### src/rtl/serial_parallel_rx.sv
// rtl/serial_parallel_rx.sv - serial lane deserializer with comma alignment and lock FSM
// Optional SP_RX_CNT_EN adds a saturating count of delivered data bytes on rx_cnt.
module serial_parallel_rx #(
    parameter logic [7:0]  COMMA     = 8'hBC,
    parameter int unsigned COMMA_CNT = 4
) (
    input  logic        clk,
    input  logic        reset,
    input  logic        data_in,
    output logic [7:0]  data_out,
    output logic        valid_out,
`ifdef SP_RX_CNT_EN
    output logic [15:0] rx_cnt,
`endif
    output logic        active
);

    typedef enum logic [1:0] {
        HUNT,
        ALIGN,
        LOCKED
    } state_t;

    localparam logic [3:0] CNT_TARGET = 4'(COMMA_CNT);

    state_t     state_q;
    state_t     state_d;
    logic [7:0] sr_q;
    logic [2:0] ph_q;
    logic [2:0] ph_d;
    logic [3:0] cnt_q;
    logic [3:0] cnt_d;
    logic [7:0] data_d;
    logic       valid_d;
    logic       is_comma;
    logic       boundary;

    assign is_comma = (sr_q == COMMA);
    assign boundary = (ph_q == 3'd0);

    always_ff @(posedge clk or negedge reset) begin
        if (!reset) begin
            sr_q <= 8'h00;
        end else begin
            sr_q <= {sr_q[6:0], data_in};
        end
    end

    // A comma seen while hunting fixes the byte phase: this cycle is a boundary.
    always_comb begin
        state_d = state_q;
        ph_d    = ph_q + 3'd1;
        cnt_d   = cnt_q;
        data_d  = data_out;
        valid_d = 1'b0;
        case (state_q)
            HUNT: begin
                if (is_comma) begin
                    ph_d    = 3'd1;
                    cnt_d   = 4'd1;
                    state_d = (CNT_TARGET == 4'd1) ? LOCKED : ALIGN;
                end
            end
            ALIGN: begin
                if (boundary) begin
                    if (is_comma) begin
                        cnt_d = cnt_q + 4'd1;
                        if (cnt_d == CNT_TARGET) begin
                            state_d = LOCKED;
                        end
                    end else begin
                        cnt_d   = 4'd0;
                        state_d = HUNT;
                    end
                end
            end
            LOCKED: begin
                if (boundary && !is_comma) begin
                    data_d  = sr_q;
                    valid_d = 1'b1;
                end
            end
            default: begin
                state_d = HUNT;
                cnt_d   = 4'd0;
            end
        endcase
    end

    always_ff @(posedge clk or negedge reset) begin
        if (!reset) begin
            state_q   <= HUNT;
            ph_q      <= 3'd0;
            cnt_q     <= 4'd0;
            data_out  <= 8'h00;
            valid_out <= 1'b0;
            active    <= 1'b0;
        end else begin
            state_q   <= state_d;
            ph_q      <= ph_d;
            cnt_q     <= cnt_d;
            data_out  <= data_d;
            valid_out <= valid_d;
            active    <= (state_d == LOCKED);
        end
    end

`ifdef SP_RX_CNT_EN
    always_ff @(posedge clk or negedge reset) begin
        if (!reset) begin
            rx_cnt <= 16'h0000;
        end else if (valid_d && (rx_cnt != 16'hFFFF)) begin
            rx_cnt <= rx_cnt + 16'h0001;
        end
    end
`endif

endmodule

### config.mk
export PLATFORM = sky130hd
export DESIGN_NAME = serial_parallel_rx
export DESIGN_NICKNAME = d
export VERILOG_FILES = /design/src/rtl/serial_parallel_rx.sv
export SDC_FILE = /design/constraint.sdc
export NUM_CORES = 1
export LEC_CHECK = 0
export ABC_CLOCK_PERIOD_IN_PS = 3700
export BUFFER_PORTS_ARGS = -buffer_cell sky130_fd_sc_hd__buf_2
export CORE_AREA = 2 2 55 57
export DETAILED_ROUTE_END_ITERATION = 8
export DIE_AREA = 0 0 57 59
export PLACE_DENSITY = 0.73
export SLEW_MARGIN = 25
export SYNTH_ARGS = -nofsm -noshare
export SYNTH_HDL_FRONTEND = slang
export SYNTH_SLANG_ARGS = --single-unit
### constraint.sdc
create_clock -name clk -period 3.7 [get_ports clk]
set_input_delay 0.185 -clock clk [delete_from_list [all_inputs] [get_ports clk]]
set_output_delay 0.185 -clock clk [all_outputs]
set_load 0.005 [all_outputs]
==> results of run 1 <==
==> registers in the layout (all words and copies together), names as in the netlist <==
register,flops
data_out,8
active,1
sr_q,8
valid_out,1
cnt_q,4
state_q,2
ph_q,3
==> power breakdown <==
group,switching (mW),internal [mW]
sequential,0.0157,0.313
combinational,0.0294,0.0277
clock,0.0800,0.0421
==> stage by stage <==
step | power [mW] | setup slack, ns | hold slack [ns] | utilization (%) | area, um^2
2_1_floorplan | 0.371 | 2.11 | -0.111 | - | 1190
3_3_place_gp | 0.385 | 1.92 | 0.207 | 47.2 | 1280
3_5_place_dp | 0.391 | 1.85 | 0.222 | 47.2 | 1280
4_1_cts | 0.516 | 1.84 | 0.398 | 48.9 | 1330
5_1_grt | 0.539 | 1.71 | 0.425 | 48.9 | 1330
6_report | 0.508 | 1.86 | 0.377 | 48.9 | 1330
==> Yosys cell counts (2+ instances only) <==
| cell | count |
|---|---|
| sky130_fd_sc_hd__a22o_1 | 3 |
| sky130_fd_sc_hd__dfrtp_1 | 27 |
| sky130_fd_sc_hd__ha_1 | 4 |
| sky130_fd_sc_hd__inv_1 | 4 |
| sky130_fd_sc_hd__mux2_4 | 8 |
| sky130_fd_sc_hd__nand2_1 | 2 |
| sky130_fd_sc_hd__nand2b_1 | 2 |
| sky130_fd_sc_hd__nand3_1 | 4 |
| sky130_fd_sc_hd__nor2_1 | 7 |
| sky130_fd_sc_hd__nor2b_1 | 2 |
| sky130_fd_sc_hd__nor3_1 | 2 |
| sky130_fd_sc_hd__o21ai_1 | 4 |
| sky130_fd_sc_hd__o31ai_1 | 2 |
| sky130_fd_sc_hd__xnor2_1 | 2 |
==> metal layers <==
layer	GRT usage, %	up-vias	part of all wire (%)
li1	-	350	-
met1	17.6	363	47
met2	22.3	10	48
met3	3.93	2	3.8
met4	2.99	0	0.67
met5	0	-	0
==> worst max-delay path, stage by stage (launching register included) <==
cell                       delay, ns
sky130_fd_sc_hd__dfrtp_1        0.42
sky130_fd_sc_hd__inv_1          0.07
sky130_fd_sc_hd__ha_1           0.15
sky130_fd_sc_hd__nand2b_1       0.12
sky130_fd_sc_hd__or3_1          0.61
sky130_fd_sc_hd__mux2_4         0.38
==> path summary, 6_finish.rpt <==
path                                                end  slack [ns]         startpoint
worst max-delay path            data_out[1]$_DFFE_PN0P_        1.86  ph_q[0]$_DFF_PN0_
worst min-delay path            data_out[2]$_DFFE_PN0P_        0.38              reset
worst max register to register  data_out[1]$_DFFE_PN0P_        1.86  ph_q[0]$_DFF_PN0_
worst min register to register        sr_q[2]$_DFF_PN0_        0.42  sr_q[1]$_DFF_PN0_
max in group asynchronous             ph_q[0]$_DFF_PN0_        2.94              reset
min in group clk                      sr_q[2]$_DFF_PN0_        0.42  sr_q[1]$_DFF_PN0_
==> cells in the final DEF, fill, tap and decap left out, types with 2 or more instances in the layout <==
| master | netlist | layout |
|---|---|---|
| sky130_fd_sc_hd__ha_1 | 4 | 4 |
| sky130_fd_sc_hd__nand3_1 | 4 | 4 |
| sky130_fd_sc_hd__a22o_1 | 3 | 3 |
| sky130_fd_sc_hd__o31ai_1 | 2 | 2 |
| sky130_fd_sc_hd__xnor2_1 | 2 | 2 |
| sky130_fd_sc_hd__nand2_1 | 2 | 2 |
| sky130_fd_sc_hd__nor2_1 | 7 | 7 |
| sky130_fd_sc_hd__buf_2 | 0 | 12 |
| sky130_fd_sc_hd__nor2b_1 | 2 | 2 |
| sky130_fd_sc_hd__clkbuf_4 | 0 | 3 |
| sky130_fd_sc_hd__nor3_1 | 2 | 2 |
| sky130_fd_sc_hd__o21ai_1 | 4 | 4 |
| sky130_fd_sc_hd__mux2_4 | 8 | 8 |
| sky130_fd_sc_hd__dfrtp_1 | 27 | 27 |
| sky130_fd_sc_hd__dlygate4sd3_1 | 0 | 2 |
| sky130_fd_sc_hd__inv_1 | 4 | 4 |
| sky130_fd_sc_hd__nand2b_1 | 2 | 2 |
==> cells by family after synthesis <==
| logic type | synth area share, % |
|---|---|
| compound gates | 8.08 |
| xor+xnor | 1.47 |
| fa+ha+maj | 4.20 |
| buf+inv | 2.52 |
| flops | 56.7 |
| mux | 10.9 |
| simple gates | 16.2 |
==> layout make-up <==
type	instances	area (um^2)
clock buffers	4	26.3
flip-flops and latches	27	676
multi-input cells	56	487
well taps	31	38.8
inverters	5	18.8
fillers	246	1380
repair buffers	14	80.1
==> flow_results.org, run 1 <==
** Floorplanning
- Number of placed I/O pins :: 13
- The initialized floorplan defines 19 standard-cell rows.
- For this configuration, the core starts out at a cell density of 44.0%.
- Overall die area :: 3360 um^2
- Die H :: 59 um
- The core region is 2710 um^2.
- From left edge to right edge, the die measures 57 um.

** Route
- DRT antenna net count :: 0
- DRC Markers :: 0
- Final WL :: 1930 um
- First-pass detailed-route iteration total :: 4
- Detail-routed net length per standard cell :: roughly 14 um
- DR iter-0 viols :: 13
- Vias after detailed routing :: 725
- Dividing the detail-routed via count by the number of cells gives approximately 5.3.

** Placed design
- Estimated wirelength of the detail-placed design :: 1400 um
- In this run, placement finished with an instance count of 131.
- Buffers added on ports :: 12
- Routability-driven placement finished with a final weighted congestion of roughly 0.80.

** Synth
- Total nets after synthesis :: 96
- Cell count after synthesis :: 89
- The synthesized design spends more area on one cell type than any other, namely sky130_fd_sc_hd__dfrtp_1.
- Among all flip-flop cells after synthesis, the most frequent one is sky130_fd_sc_hd__dfrtp_1.
- Yosys warning total :: 0
- Counting flops and latches in the post-synthesis netlist gives 27.
- In this run, synthesis inferred 0 flip-flops with an integrated enable.
- Register area share after synthesis :: a little under three fifths
- Top cells by area, synth :: sky130_fd_sc_hd__dfrtp_1 (57%), sky130_fd_sc_hd__mux2_4 (10%), sky130_fd_sc_hd__ha_1 (4.2%)
- Averaged over all synthesized cells, the footprint is 13.4 um^2.
- Area of the mapped netlist :: 1190 um^2
- After synthesis, the share of flip-flops with an asynchronous set or reset is 100%.
- The synthesized netlist contains 30 unique library cells.
- Fraction of synthesized cell area taken by the top area cell type :: 56.7%

** Final layout
- Net count reported at finish :: ~110
- Relative to the synthesized area, the layout overhead comes to 11.2%.
- The post-route netlist has 26.4% of its cells at a drive strength greater than 1.
- 0 antenna diodes ended up in the layout.
- The finished layout holds about 140 standard cells, fillers aside.

** Clocking
- Hold repair after CTS inserted 2 buffers.
- TritonCTS Sinks :: 27
- At the later pin of the worst-skew pair, clock insertion delay measures 0.31 ns.
- Clock-pin slew of the registers on the worst-case setup and hold paths :: 0.13 ns
- Number of buffers created by CTS :: 3
- Maximum level of the CTS H-tree :: 1
- The clock passes through at most 2 buffers.
- Post-CTS Setup Inserts :: 0
- Clock tree from TritonCTS :: done
- Number of cells upsized or downsized after cts :: 0
- CTS placed an instance of sky130_fd_sc_hd__clkbuf_4 at the clock tree root.

** Critical path
- Crit Path Category :: reg -> reg
- STA classifies the critical path startpoint as a flop.
- Counting cells, the worst reg-to-reg path comes to 5.
- At the worst endpoint, the arrival time is 2.06 ns.
- Along the worst path, the maximum fanout reaches 9.
- STA classifies the critical path endpoint as a flop.
- CP Data Required Time :: 3.91 ns

** Outcome
- The run finished with clean final reports.

** STA
- Setup repair after global routing left no endpoint under its margin.
- After routing, the total negative slack on setup checks comes to 0 ns.
- The final critical path takes up 49.8% of the cycle.
- Measured against its own limit, the worst slew margin works out to 61.7%.
- Clock Skew :: 0.00391 ns
- The count of final hold-check violations is 0.
- Final max-slew violation count :: 0
- Derived from the worst setup path, the maximum achievable clock frequency is roughly 540 MHz.
- The worst path needs 1.84 ns of the cycle, external delays included.
- For the pin with the worst max-slew slack, the measured transition is about 0.57 ns.
- Final setup violation count :: 0

** GRT
- First-pass GRT wire length :: 3440 um
- Across every metal layer, demand over resource in global routing totals between 10% and 20%.
- Pin count of the biggest net entering global routing :: 28
- Vias in the first global route :: about 770
- Overflow left after global routing :: 0
- The number of antenna violations at the first check in global routing came to 0.

** Flow run
- Number of maximum-capacitance violations :: 0

** Power and ir drop
- Ratio of total power to cell area :: around 380 nW/um^2
- In this run the static leakage power is 0.665 nW.
- The worst-case IR drop observed on VDD is 0.304 mV.

** Worst hold path
- Type of the most critical hold path :: in -> async
(Power assumes the default switching activity.)
==> inputs of run 2 (changes only) <==
Settings changed: ABC_CLOCK_PERIOD_IN_PS 3700 to 1800.
Clock period 3.7 ns to 1.8 ns, I/O delays scaled along.
==> run 2 against run 1 <==
Against the previous run:
- core utilization rose by 1.0 points
- final area increased by 2.1%
- wire length rose by 4.7%
- die area unchanged
- clock skew decreased by 0.0011 ns
==> flow_results.org, run 2 (synthesis results as in run 1) <==
** Critical path
- Among all stages on the critical path, the largest delay is contributed by sky130_fd_sc_hd__dfrtp_1.
- Critical Path Most Common Cell :: sky130_fd_sc_hd__a22o_1
- The worst endpoint required time was 2.05 ns (-1.86 ns).
- Count of buffer and inverter cells on the critical path :: 0 (-1)
- Crit-path max cell delay :: 0.42 ns (-0.19 ns)
- The worst setup path is captured at a flop.
- Family with the most delay on the worst path :: simple AND/OR/NAND/NOR gates
- Endpoint of the most critical register-to-register path :: cnt_q[3]$_DFFE_PN0P_
- Reg2reg setup slack :: 0.15 ns (-1.70 ns)
- The worst setup path is of the reg -> reg kind.
- The critical path arrival came to 1.89 ns (-0.17 ns).
- Startpoint of the worst-slack reg-to-reg timing path :: sr_q[0]$_DFF_PN0_
- The worst setup path is launched from a flop.
- The cell depth of the worst flop-to-flop path came to 4 (-1).
- The largest fanout on the critical path was 6 (-3).
- Ordered list of cells on the worst path :: nand4bb_4, or3_4, a22o_1, a22o_1

** Power and ir drop
- The power per cell area is 797 nW/um^2 (+110%).
- The overall power of the completed layout is 1.08 mW (+110%).
- The worst ir drop on vdd was 0.480 mV (+58%).
- Leakage component of the power :: 0.678 nW (+2.0%)

** GRT
- The total grt overflow is 0 (unchanged).
- The number of antenna violations at the first check in global routing came to 0 (unchanged).
- The first-pass GRT wire length came to 3530 um (+2.4%).
- Pin count of the biggest net entering global routing :: 28 (unchanged)
- The global-route usage over all layers came to 13.9% (+0.48 points).
- Vias in the first global route :: 768 (unchanged)

** Clocking
- TritonCTS built the clock tree.
- Clock tree synthesis selected as its root buffer the cell sky130_fd_sc_hd__clkbuf_4.
- Latest clock arrival within the worst-skew pair :: 0.33 ns (+0.02 ns)
- The worst-case clock buffer depth came to 2 (unchanged).
- Clock-pin slew of the registers on the worst-case setup and hold paths :: 0.15 ns (+0.02 ns)
- The number of buffers added by the clock tree synthesis step was 3 (unchanged).
- TritonCTS Sinks :: 27 (unchanged)
- Maximum level of the CTS H-tree :: 1 (unchanged)

** STA
- Final max-slew violation count :: 0 (unchanged)
- Setup repair after global routing left no endpoint under its margin.
- Final period util :: 91.4% (+42 points)
- The worst setup margin was 0.154 ns (-1.70 ns).
- Worst Tran Pin Value :: 0.587 ns (+0.0131 ns)
- Final setup violation count :: 0 (unchanged)
- The maximum clock skew at final layout is 0.00282 ns (-0.00109 ns).
- Slew HR :: 60.8% (-0.87 points)
- FMAX :: 608 MHz (+12%)
- Worst hold margin :: 0.267 ns (-0.110 ns)
- Setup total negative slack :: 0 ns (unchanged)
- Count of endpoints failing hold in the final timing report :: 0 (unchanged)
- Period minus WS final :: 1.65 ns (-0.197 ns)

** Worst hold path
- Type of the most critical hold path :: in -> async

** Final layout
- The count of nets after finishing came to 116 (+1.8%).
- Layout cell share with drive strength beyond 1 :: 30.6% (+4.1 points)
- Diode insertion count for antenna repair :: 0 (unchanged)
- Area Overhead vs Synth :: 13.5%
- Leaving out fill and tap cells, the most frequent cell in the layout is sky130_fd_sc_hd__dfrtp_1.
- # fillers :: 251 (+2.0%)
- In the layout the commonest cells are sky130_fd_sc_hd__dfrtp_1 (27), sky130_fd_sc_hd__buf_2 (12), sky130_fd_sc_hd__mux2_4 (8).
- The end-of-flow core utilization is 50.0% (+1.0 points).
- Largest registers :: data_out: 8 flops, sr_q: 8 flops, cnt_q: 4 flops

** Flow run
- Number of maximum-capacitance violations :: 0 (unchanged)

** Route
- DR iter-0 viols :: 9 (-4)
- Final WL :: 2020 um (+4.7%)
- The number of detailed-route iterations in the first pass was 5 (+1).
- DRC Markers :: 0 (unchanged)
- The detailed-route vias per instance is 5.42 (+2.4%).
- Vias after detailed routing :: 753 (+3.9%)
- DRT antenna net count :: 0 (unchanged)
- The wire length per cell after detailed routing is 14.5 um (+3.2%).

** Floorplanning
- Count of standard-cell rows :: 19 (unchanged)
- Number of placed I/O pins :: 13 (unchanged)
- The initial cell density of the core is 44.0% (unchanged).
- The full die area is 3360 um^2 (unchanged).
- The height of the die was 59 um (unchanged).
- Die X :: 57 um (unchanged)
- Core Region :: 2710 um^2 (unchanged)

** Placed design
- Buffers added on ports :: 12 (unchanged)
- RD Place Congestion :: 0.898 (+12%)
- The post-place setup slack came to -0.00540 ns (-1.85 ns).
- The half-perimeter wire length of the detailed placement result is 1470 um (+4.9%).

** Outcome
- Status :: finished, final reports clean
==> run 2: cell count changes in the layout (fill, tap and decap cells not counted) <==
cell,before,now
sky130_fd_sc_hd__nor2b_1,2,1
sky130_fd_sc_hd__clkbuf_1,1,0
sky130_fd_sc_hd__or3_1,1,0
sky130_fd_sc_hd__or3_4,1,2
sky130_fd_sc_hd__buf_4,0,2
sky130_fd_sc_hd__nor2b_2,0,1
sky130_fd_sc_hd__inv_6,0,1
==> run 2: stage by stage <==
step,instances,cell area (um^2)
5_1_grt,139,1350
3_5_place_dp,133,1290
6_report,139,1350
3_3_place_gp,133,1290
2_1_floorplan,89,1190
4_1_cts,139,1350
==> run 2: layout make-up <==
| class | instances | area [um^2] | area share (%) |
|---|---|---|---|
| Clock inverter | 1 | 8.76 | 0.647 |
| Sequential cell | 27 | 676 | 49.9 |
| Clock buffer | 3 | 22.5 | 1.66 |
| Multi-Input combinational cell | 56 | 494 | 36.5 |
| Tap cell | 31 | 38.8 | 2.87 |
| Inverter | 5 | 18.8 | 1.39 |
| Timing Repair Buffer | 16 | 95.1 | 7.02 |
==> run 2: report_power, final <==
part	internal, mW	total (mW)	switching, mW
logic	0.0599	0.117	0.0569
clock network	0.0909	0.285	0.194
registers	0.644	0.678	0.0335
total	0.795	1.08	0.284
==> run 2: worst reg2reg max path: stages (launching register included) <==
cell and delay (ns):
sky130_fd_sc_hd__dfrtp_1 0.42, sky130_fd_sc_hd__nand4bb_4 0.28, sky130_fd_sc_hd__or3_4 0.39, sky130_fd_sc_hd__a22o_1 0.25, sky130_fd_sc_hd__a22o_1 0.22
==> run 2: worst max path at each step <==
stage | startpoint | end | cells after the start
final | sr_q[0]$_DFF_PN0_ | cnt_q[3]$_DFFE_PN0P_ | 4
after global routing | ph_q[0]$_DFF_PN0_ | cnt_q[1]$_DFFE_PN0P_ | 7
after CTS | ph_q[0]$_DFF_PN0_ | state_q[0]$_DFF_PN0_ | 6
after detailed placement | ph_q[0]$_DFF_PN0_ | data_out[6]$_DFFE_PN0P_ | 5
after global placement | ph_q[0]$_DFF_PN0_ | data_out[1]$_DFFE_PN0P_ | 5
after floorplan | ph_q[0]$_DFF_PN0_ | data_out[0]$_DFFE_PN0P_ | 6
==> run 2: layer usage <==
layer / GRT usage (%) / part of all wire, %
met1: 18.3 / 47
met2: 22.3 / 48
met3: 1.97 / 2.3
met4: 7.64 / 2.1
met5: 0 / 0
==> run 2: repair_timing <==
item	4_1_cts	5_1_grt
endpoints found under the hold margin	28	0
setup endpoints to repair	8	1
hold buffers	2	0
gates resized for setup	1	1
buffers inserted	0	0
